[src/rtl/prog_line_fill.sv]
// Line-fill engine for the program cache.
// Takes one miss request and fetches the line one 32-bit word at a time. Each word uses an
// address handshake followed by a data response. The assembled line is then queued as
// {index, tag, data} in a small first-word-fall-through FIFO that the cache drains.
module prog_line_fill #(
    parameter int LINE_WIDTH     = 512,
    parameter int WORD_WIDTH     = 32,
    parameter int WORDS_PER_LINE = LINE_WIDTH / WORD_WIDTH,
    parameter int INDEX_WIDTH    = 8,
    parameter int TAG_WIDTH      = 18,
    parameter int FIFO_DEPTH     = 2
) (
    input  logic                              clk,
    input  logic                              reset,
    input  logic                              req_valid,
    output logic                              req_ready,
    input  logic [INDEX_WIDTH+TAG_WIDTH-1:0]  req_line_addr,
    output logic                              mem_rd_valid,
    output logic [31:0]                       mem_rd_addr,
    input  logic                              mem_rd_ready,
    input  logic                              mem_rsp_valid,
    input  logic [WORD_WIDTH-1:0]             mem_rsp_data,
    output logic                              fill_valid,
    input  logic                              fill_pop,
    output logic [INDEX_WIDTH-1:0]            fill_index,
    output logic [TAG_WIDTH-1:0]              fill_tag,
    output logic [LINE_WIDTH-1:0]             fill_data,
    output logic                              fifo_full,
    output logic                              fifo_empty,
    output logic                              busy
);

    localparam int CNT_W   = $clog2(WORDS_PER_LINE);
    localparam int LADDR_W = INDEX_WIDTH + TAG_WIDTH;
    localparam int BYTE_W  = 32 - LADDR_W - CNT_W;
    localparam int PTR_W   = (FIFO_DEPTH > 1) ? $clog2(FIFO_DEPTH) : 1;
    localparam int COUNT_W = $clog2(FIFO_DEPTH + 1);

    typedef enum logic [1:0] {
        IDLE = 2'd0,
        ADDR = 2'd1,
        DATA = 2'd2,
        PUSH = 2'd3
    } state_t;

    state_t state;
    state_t state_next;

    logic [LADDR_W-1:0]    line_addr;
    logic [CNT_W-1:0]      word_cnt;
    logic [LINE_WIDTH-1:0] line;
    logic                  accept;
    logic                  last_word;
    logic                  rsp_take;
    logic                  push;
    logic                  pop;

    logic [INDEX_WIDTH-1:0] fifo_index [FIFO_DEPTH];
    logic [TAG_WIDTH-1:0]   fifo_tag   [FIFO_DEPTH];
    logic [LINE_WIDTH-1:0]  fifo_data  [FIFO_DEPTH];
    logic [PTR_W-1:0]       wr_ptr;
    logic [PTR_W-1:0]       rd_ptr;
    logic [COUNT_W-1:0]     count;

    assign accept    = req_valid & req_ready;
    assign last_word = (word_cnt == CNT_W'(WORDS_PER_LINE - 1));
    assign rsp_take  = (state == DATA) & mem_rsp_valid;
    assign push      = (state == PUSH);
    assign pop       = fill_pop & ~fifo_empty;

    assign mem_rd_addr = (state == ADDR) ? {line_addr, word_cnt, {BYTE_W{1'b0}}} : 32'd0;

    // Next-state and handshake outputs; a request is only taken when the FIFO has a free
    // slot, so the later push can never overflow.
    always_comb begin
        state_next   = state;
        req_ready    = 1'b0;
        mem_rd_valid = 1'b0;
        busy         = 1'b1;
        case (state)
            IDLE: begin
                busy      = 1'b0;
                req_ready = ~fifo_full;
                if (req_valid && !fifo_full) state_next = ADDR;
            end
            ADDR: begin
                mem_rd_valid = 1'b1;
                if (mem_rd_ready) state_next = DATA;
            end
            DATA: begin
                if (mem_rsp_valid) state_next = last_word ? PUSH : ADDR;
            end
            PUSH: state_next = IDLE;
            default: state_next = IDLE;
        endcase
    end

    // State register.
    always_ff @(posedge clk) begin
        if (reset) state <= IDLE;
        else       state <= state_next;
    end

    // Word counter: cleared on accept, advanced after every word except the last.
    always_ff @(posedge clk) begin
        if (reset)                      word_cnt <= '0;
        else if (accept)                word_cnt <= '0;
        else if (rsp_take && !last_word) word_cnt <= word_cnt + 1'b1;
    end

    // Capture the line address of the accepted miss.
    always_ff @(posedge clk) begin
        if (accept) line_addr <= req_line_addr;
    end

    // Assemble the line: word k lands in bits [32k+31:32k] (little-endian byte order).
    always_ff @(posedge clk) begin
        if (rsp_take) line[int'(word_cnt) * WORD_WIDTH +: WORD_WIDTH] <= mem_rsp_data;
    end

    // FIFO storage write; the tag is the upper part of the line address, the index the lower.
    always_ff @(posedge clk) begin
        if (push) begin
            fifo_index[wr_ptr] <= line_addr[INDEX_WIDTH-1:0];
            fifo_tag[wr_ptr]   <= line_addr[LADDR_W-1:INDEX_WIDTH];
            fifo_data[wr_ptr]  <= line;
        end
    end

    // FIFO pointers and occupancy; a simultaneous push and pop leaves the count unchanged.
    always_ff @(posedge clk) begin
        if (reset) begin
            wr_ptr <= '0;
            rd_ptr <= '0;
            count  <= '0;
        end else begin
            if (push) wr_ptr <= wr_ptr + 1'b1;
            if (pop)  rd_ptr <= rd_ptr + 1'b1;
            case ({push, pop})
                2'b10:   count <= count + 1'b1;
                2'b01:   count <= count - 1'b1;
                default: count <= count;
            endcase
        end
    end

    assign fifo_empty = (count == '0);
    assign fifo_full  = (count == COUNT_W'(FIFO_DEPTH));
    assign fill_valid = ~fifo_empty;
    assign fill_index = fifo_index[rd_ptr];
    assign fill_tag   = fifo_tag[rd_ptr];
    assign fill_data  = fifo_data[rd_ptr];

endmodule

[config.mk]
export PLATFORM = sky130hd
export DESIGN_NAME = prog_line_fill
export DESIGN_NICKNAME = d
export VERILOG_FILES = /design/src/rtl/prog_line_fill.sv
export SDC_FILE = /design/constraint.sdc
export NUM_CORES = 1
export LEC_CHECK = 0
export ABC_CLOCK_PERIOD_IN_PS = 77500
export CAP_MARGIN = 25
export CORE_MARGIN = 4
export CORE_UTILIZATION = 40
export CTS_CLUSTER_DIAMETER = 150
export DETAILED_ROUTE_END_ITERATION = 8
export SLEW_MARGIN = 10
export SYNTH_ARGS = -nofsm -noshare
export SYNTH_HDL_FRONTEND = slang
export SYNTH_SLANG_ARGS = --single-unit
[constraint.sdc]
create_clock -name clk -period 77.5 [get_ports clk]
set_input_delay 11.625 -clock clk [delete_from_list [all_inputs] [get_ports clk]]
set_output_delay 11.625 -clock clk [all_outputs]
set_load 0.05 [all_outputs]
==> results of run 1 <==
==> worst max-delay path, cell delays in order (launching register included) <==
cell,delay [ps]
dfxtp_4,940
buf_4,770
buf_4,830
buf_4,840
mux2_2,440
clkdlybuf4s50_1,700
==> layout by cell type (no fill, tap or decap), types with 10 or more instances in the layout <==
| cell type | n |
|---|---|
| clkdlybuf4s50_1 | 637 |
| nor2_1 | 296 |
| nor4_2 | 10 |
| nand2_1 | 71 |
| nor3_1 | 227 |
| inv_1 | 42 |
| buf_4 | 56 |
| dfxtp_1 | 10 |
| clkbuf_16 | 169 |
| diode_2 | 10 |
| and2_1 | 27 |
| clkbuf_1 | 49 |
| mux2_2 | 538 |
| clkinv_1 | 37 |
| edfxtp_1 | 1614 |
| clkinv_2 | 22 |
==> kinds of logic (layout without fill, tap and decap cells) <==
| family | after synthesis | count (layout) | synth area share |
|---|---|---|---|
| mux | 538 | 538 | 0.103 |
| other cells | 1 | 12 | 0.0000635 |
| fa+ha+maj | 4 | 4 | 0.000848 |
| compound gates | 23 | 23 | 0.00265 |
| xor+xnor | 5 | 5 | 0.000869 |
| simple gates | 668 | 668 | 0.0507 |
| flops | 1625 | 1625 | 0.824 |
| buf+inv | 201 | 1051 | 0.0178 |
==> per-stage QoR <==
| stage | worst slack (ps) | hold slack (ps) | std cells |
|---|---|---|---|
| after global routing | 60070 | 440 | 5833 |
| after global placement | 61150 | 422 | 5520 |
| after floorplan | 53180 | 421 | 3066 |
| after detailed placement | 61110 | 429 | 5526 |
| final | 60340 | 432 | 5843 |
| after CTS | 60210 | 431 | 5831 |
==> area by class of cell <==
cell class	instances	area, µm²	share of cell area
flip-flops and latches	1625	48700	0.667
multi-input cells	1240	9500	0.130
repair buffers	704	7040	0.0965
clock buffers	218	4410	0.0605
well taps	1917	2400	0.0329
clock inverters	87	749	0.0103
inverters	42	158	0.00216
diodes	10	25.0	0.000343
==> power by group through the flow <==
| stage | registers, µW | clock network [µW] | logic [µW] |
|---|---|---|---|
| 2_1_floorplan | 982 | 0 | 45.3 |
| 3_3_place_gp | 980 | 0 | 79.1 |
| 3_5_place_dp | 980 | 0 | 79.7 |
| 4_1_cts | 961 | 779 | 80.0 |
| 5_1_grt | 961 | 817 | 81.5 |
| 6_report | 961 | 763 | 78.8 |
==> Yosys cell counts (2+ instances only) <==
| master | count | area, µm² |
|---|---|---|
| nand2_1 | 73 | 274 |
| dfxtp_1 | 11 | 220 |
| buf_6 | 15 | 169 |
| nor2_1 | 297 | 1110 |
| nand2b_1 | 2 | 12.5 |
| a211oi_1 | 2 | 15.0 |
| edfxtp_1 | 1614 | 48500 |
| xor2_1 | 2 | 17.5 |
| and2_1 | 28 | 175 |
| o21ai_2 | 2 | 17.5 |
| buf_2 | 119 | 596 |
| or3_1 | 2 | 12.5 |
| mux2_2 | 538 | 6060 |
| nor4_1 | 11 | 68.8 |
| nand3_1 | 5 | 25.0 |
| inv_1 | 42 | 158 |
| xnor2_1 | 2 | 17.5 |
| and3_1 | 3 | 18.8 |
| and3b_1 | 2 | 17.5 |
| a21oi_1 | 7 | 35.0 |
| buf_4 | 9 | 67.6 |
| o21ai_0 | 3 | 15.0 |
| nor3_1 | 231 | 1160 |
| nor2b_1 | 5 | 31.3 |
| ha_1 | 4 | 50.1 |
| clkbuf_1 | 15 | 56.3 |
| nor3_2 | 3 | 30.0 |
| a211o_1 | 3 | 26.3 |
| nand3_2 | 2 | 20.0 |
==> routing by layer <==
metal	wire length (µm)	track usage	vias up	part of all wire
met5	48	0	-	0.00028
met4	5030	0.0715	8	0.030
met3	15300	0.0625	225	0.091
met2	79900	0.342	1265	0.47
met1	68600	0.290	15557	0.41
li1	-	-	13158	-
==> flip-flops by register name, indices dropped and copies added, names as in the netlist, named ones only <==
| name | flops |
|---|---|
| line | 512 |
| wr_ptr | 1 |
| fifo_data | 1024 |
| line_addr | 26 |
| count | 2 |
| rd_ptr | 1 |
| fifo_tag | 36 |
| word_cnt | 4 |
| fifo_index | 16 |
| state | 2 |
==> worst min path at each step <==
| stage | cells after the start | end | from | slack [ps] |
|---|---|---|---|---|
| after CTS | 0 | fifo_data[1][251] | line[251] | 430 |
| after global routing | 0 | fifo_data[0][418] | line[418] | 440 |
| after detailed placement | 0 | fifo_data[1][242] | line[242] | 430 |
| after global placement | 0 | fifo_data[0][132] | line[132] | 420 |
| final | 0 | fifo_data[1][251] | line[251] | 430 |
| after floorplan | 0 | fifo_data[0][0] | line[0] | 420 |
==> summary.txt, run 1 <==
Global route
  – Global-route wire length before repair: 232000 µm
  – Grt total ovfl: 0
  – Initial antenna violation count: 24
  – GRT Overall Usage: 0.217
  – Largest net degree at the start of global routing: 164
  – Vias in the first global route: 30369

Logic synthesis
  – #FFs+latches synth: 1625
  – Synth Instances: 3065
  – Ys Warns: 0
  – Synth async-reset ratio: 0
  – Sequential area share after synthesis: 0.824
  – Mean Syn Cell Area: 19.3 µm²
  – Post-synth EDFFs: 1614
  – Yosys cell types: 42
  – Top FF cell, synth: edfxtp_1
  – Mapped Area: 59100 µm²

STA
  – Tmin final: 17160 ps
  – Fin Setup TNS: 0 ps
  – Clk_skew: 24.2 ps
  – Fmax achieved: 0.0583 GHz
  – Setup Viol. Count Final: 0
  – Slew Viols, Final: 0
  – Relative slew slack: 0.220
  – RSZ-0062 raised after global routing: no
  – Worst slew pin tran: 1170 ps
  – Final period util: 0.221
  – Hold Violations, Final: 0

Placement
  – Placed Instance Area: 67700 µm²
  – I/O Buffers: 637
  – Post-DP HPWL: 106000 µm
  – GPL Wtd Cong: 0.798

Clock network
  – # resized after CTS: 0
  – H-tree levels: 4
  – Hold buffers post-CTS: 0
  – Worst-skew pair later-pin latency: 800 ps
  – Root Driver: clkbuf_16
  – Total CTS buffers: 166
  – CTS tree: done
  – Reg clk slew, reported paths: 60 ps
  – Post-CTS setup buffers: 0
  – CTS sink cnt: 1625
  – Max clock buf depth: 3

Drt
  – Starting DRT DRC Count: 3050
  – Routed vias: 30213
  – Final wirelength: 169000 µm
  – DRT Pass-1 Iters: 5
  – DRC Markers: 0
  – Post-DRT Antenna Nets: 0
  – Routed len/inst: 28.9 µm
  – Via/cell ratio: 5.17

Finish
  – Layout area overhead: 23.6%
  – Final Util: 0.499
  – Fillers: 12028
  – Final nets: 3847
  – Finished Cell Area: 73000 µm²
  – Ratio of cells with drive above 1 in the final layout: 0.219

Worst setup path
  – CP Capture Type: output pin
  – Reg2Reg Depth: 5
  – Capture point of the worst reg-to-reg path: fifo_data[1][16]
  – Capture point of the critical path: fill_data[60]
  – Nature of the critical path startpoint: flip-flop
  – Worst endpoint required time: 65880 ps
  – Crit Path Max Fanout: 81
  – FF-to-FF setup slack: 73080 ps
  – Critical Path AT: 5540 ps
  – Critical path type: reg2out
  – R2r startpoint: state[1]

Power and ir drop
  – Clock power share: 0.423
  – Pint: 1410 µW
  – Leakage: 0.0235 µW
  – Total power: 1800 µW
  – Logic pwr share: 0.044
  – Sequential share of power: 0.533
  – Sw frac: 0.217
  – PD cells: 24.7 nW/µm²
  – Worst vdd ir: 17.6 µV
  – Sw power: 392 µW

Hold path
  – Worst min path class: reg2reg

Die
  – IO Pins: 640
  – DIE HEIGHT: 392 µm
  – Die area: 154000 µm²
  – Die width: 392 µm
  – Core region area: 146000 µm²
  – Row Count: 140
  – Initial Utilization: 0.404

Run status
  – Outcome: finished, final reports clean

Flow run
  – Max-Cap Viols: 0
No activity file was read; power rests on OpenSTA's default activity.
==> inputs of run 2 (changes only) <==
--- a/config.mk
+++ b/config.mk
@@ -5,7 +5,7 @@
 export SDC_FILE = /design/constraint.sdc
 export NUM_CORES = 1
 export LEC_CHECK = 0
-export ABC_CLOCK_PERIOD_IN_PS = 77500
+export ABC_CLOCK_PERIOD_IN_PS = 14900
 export CAP_MARGIN = 25
 export CORE_MARGIN = 4
 export CORE_UTILIZATION = 40
==> constraint.sdc (replaced) <==
create_clock -name clk -period 14.9 [get_ports clk]
set_input_delay 2.235 -clock clk [delete_from_list [all_inputs] [get_ports clk]]
set_output_delay 2.235 -clock clk [all_outputs]
set_load 0.05 [all_outputs]
==> run 2 against run 1 <==
Via count is 0.71% higher. First-iteration DRC count is 1.9% higher. Final area is 0.44% higher. Critical path type unchanged. Largest power group unchanged. Hold slack worse by 2.9 ps. Non-clock buffer count is 2 lower. Worst setup slack worse by 52000 ps. Clock power grew to 5.5 times the previous value. Power grew to 5.3 times the previous value. Clock skew is 8.5 ps higher.
==> summary.txt, run 2 (synthesized netlist as in run 1, its figures left out) <==
Die
  – DIE HEIGHT: 392 µm (unchanged)
  – Row Count: 140 (unchanged)
  – Initial Utilization: 0.404 (unchanged)
  – Die width: 392 µm (unchanged)
  – Die area: 154000 µm² (unchanged)
  – IO Pins: 640 (unchanged)
  – Core region area: 146000 µm² (unchanged)

Worst setup path
  – Crit path max-delay family: buffers and inverters
  – Nature of the critical path startpoint: flip-flop
  – Crit Path Max Fanout: 165 (+100%)
  – Worst path max stage delay: 970 ps (+30 ps)
  – Critical Path AT: 4650 ps (-890 ps)
  – Reg2Reg Depth: 6 (+1)
  – Crit path max-delay cell type: clkdlybuf4s50_1
  – CP Capture Type: output pin
  – CP bufs+invs: 3 (-1)
  – CP cell instances: buf_4 -> buf_12 -> mux2_2 -> clkdlybuf4s50_1
  – Worst endpoint required time: 12660 ps (-53220 ps)
  – WP depth: 4 (-1)
  – Critical path type: reg2out
  – FF-to-FF setup slack: 10510 ps (-62570 ps)

Global route
  – Vias in the first global route: 30708 (+1.1%)
  – Global-route wire length before repair: 231000 µm (-0.24%)
  – Initial antenna violation count: 17 (-29%)
  – GRT Overall Usage: 0.216 (-0.000415)
  – Grt total ovfl: 0 (unchanged)
  – Largest net degree at the start of global routing: 166 (+1.2%)

Run status
  – Outcome: finished, final reports clean

STA
  – Relative slew slack: 0.261 (+0.0410)
  – Hold Violations, Final: 0 (unchanged)
  – RSZ-0062 raised after global routing: no
  – Tmin final: 6890 ps
  – Clk_skew: 32.7 ps (+8.49 ps)
  – Final period util: 0.462
  – Slew Viols, Final: 0 (unchanged)
  – Worst slew pin tran: 1110 ps (-61.5 ps)
  – Hold Worst Slack: 429 ps (-2.87 ps)
  – Fin Setup TNS: 0 ps (unchanged)
  – Fmax achieved: 0.145 GHz
  – Setup Viol. Count Final: 0 (unchanged)

Drt
  – Starting DRT DRC Count: 3109 (+1.9%)
  – DRT Pass-1 Iters: 7 (+2)
  – DRC Markers: 0 (unchanged)
  – Routed vias: 30427 (+0.71%)
  – Routed len/inst: 29.0 µm (+0.19%)
  – Post-DRT Antenna Nets: 0 (unchanged)
  – Via/cell ratio: 5.21 (+0.73%)
  – Final wirelength: 169000 µm (+0.17%)

Clock network
  – # resized after CTS: 0 (unchanged)
  – Hold buffers post-CTS: 0 (unchanged)
  – H-tree levels: 4 (unchanged)
  – Max clock buf depth: 3 (unchanged)
  – Total CTS buffers: 167 (+0.60%)
  – Post-CTS setup buffers: 0 (unchanged)
  – CTS sink cnt: 1625 (unchanged)
  – CTS tree: done
  – Root Driver: clkbuf_16
  – Worst-skew pair later-pin latency: 800 ps (about the same)
  – Reg clk slew, reported paths: 60 ps (about the same)

Finish
  – Most common cell after layout, fill and taps aside: edfxtp_1
  – Largest register FFs: 1024 (unchanged)
  – Final nets: 3846 (-0.026%)
  – Biggest regs: fifo_data x1024, line x512, fifo_tag x36
  – Ratio of cells with drive above 1 in the final layout: 0.223 (+0.00377)
  – Commonest cells after routing, fill and taps aside: edfxtp_1 (1614), clkdlybuf4s50_1 (637), mux2_2 (538)
  – Layout area overhead: 24.1%
  – Top reg by flops: fifo_data

Flow run
  – Max-Cap Viols: 0 (unchanged)

Placement
  – GPL Wtd Cong: 0.777 (-2.6%)
  – I/O Buffers: 637 (unchanged)
  – Post-DP HPWL: 104000 µm (-2.6%)

Power and ir drop
  – Leakage: 0.0236 µW (+0.60%)
  – Worst vdd ir: 87.4 µV (+400%)
  – PD cells: 131 nW/µm² (+430%)

Hold path
  – Cell depth of the worst hold path: 0 (unchanged)
  – Worst min path class: reg2reg
==> run 2: path summary, 6_finish.rpt <==
| path | start | to |
|---|---|---|
| min | line[239] | fifo_data[1][239] |
| max | flip-flop | fill_data[319] |
| min reg2reg | line[239] | fifo_data[1][239] |
| max reg2reg | state[1] | fifo_data[0][274] |
==> run 2: cell type report <==
| class | count | area [µm²] |
|---|---|---|
| clock inverters | 106 | 1180 |
| fillers | 12044 | 72800 |
| well taps | 1917 | 2400 |
| repair buffers | 702 | 7030 |
| diodes | 8 | 20.0 |
| inverters | 42 | 158 |
| clock buffers | 202 | 4320 |
| multi-input cells | 1240 | 9500 |
| flip-flops and latches | 1625 | 48700 |
==> run 2: worst register-to-register path: stages (launching register included) <==
cell and delay [ps]:
dfxtp_1 530, nand2_1 220, nor2_4 130, buf_4 510
buf_12 650, buf_4 1070, buf_4 830
==> run 2: where the power goes <==
part           internal, µW  switching [µW]
Combinational           128             287
Sequential             4990            13.0
Clock                  2390            1780
Total                  7500            2080
==> run 2: per-stage QoR <==
stage | cell area, µm² | power (µW) | std cells | setup slack [ps] | util
floorplan | 59100 | 5330 | 3066 | 1240 | -
global placement | 67600 | 5510 | 5521 | 8700 | 0.463
detailed placement | 67700 | 5520 | 5525 | 8710 | 0.464
CTS | 73200 | 9680 | 5833 | 7790 | 0.501
global route | 73300 | 9880 | 5834 | 7740 | 0.502
finish | 73300 | 9580 | 5842 | 8010 | 0.502
==> run 2: per-layer routing <==
layer,vias to the layer above,GRT usage,routed length [µm],part of all wire
met5,-,0,23,0.00014
met4,4,0.0662,4480,0.026
met3,200,0.0692,16900,0.10
met2,1239,0.345,80600,0.48
met1,15832,0.283,67100,0.40
li1,13152,-,-,-
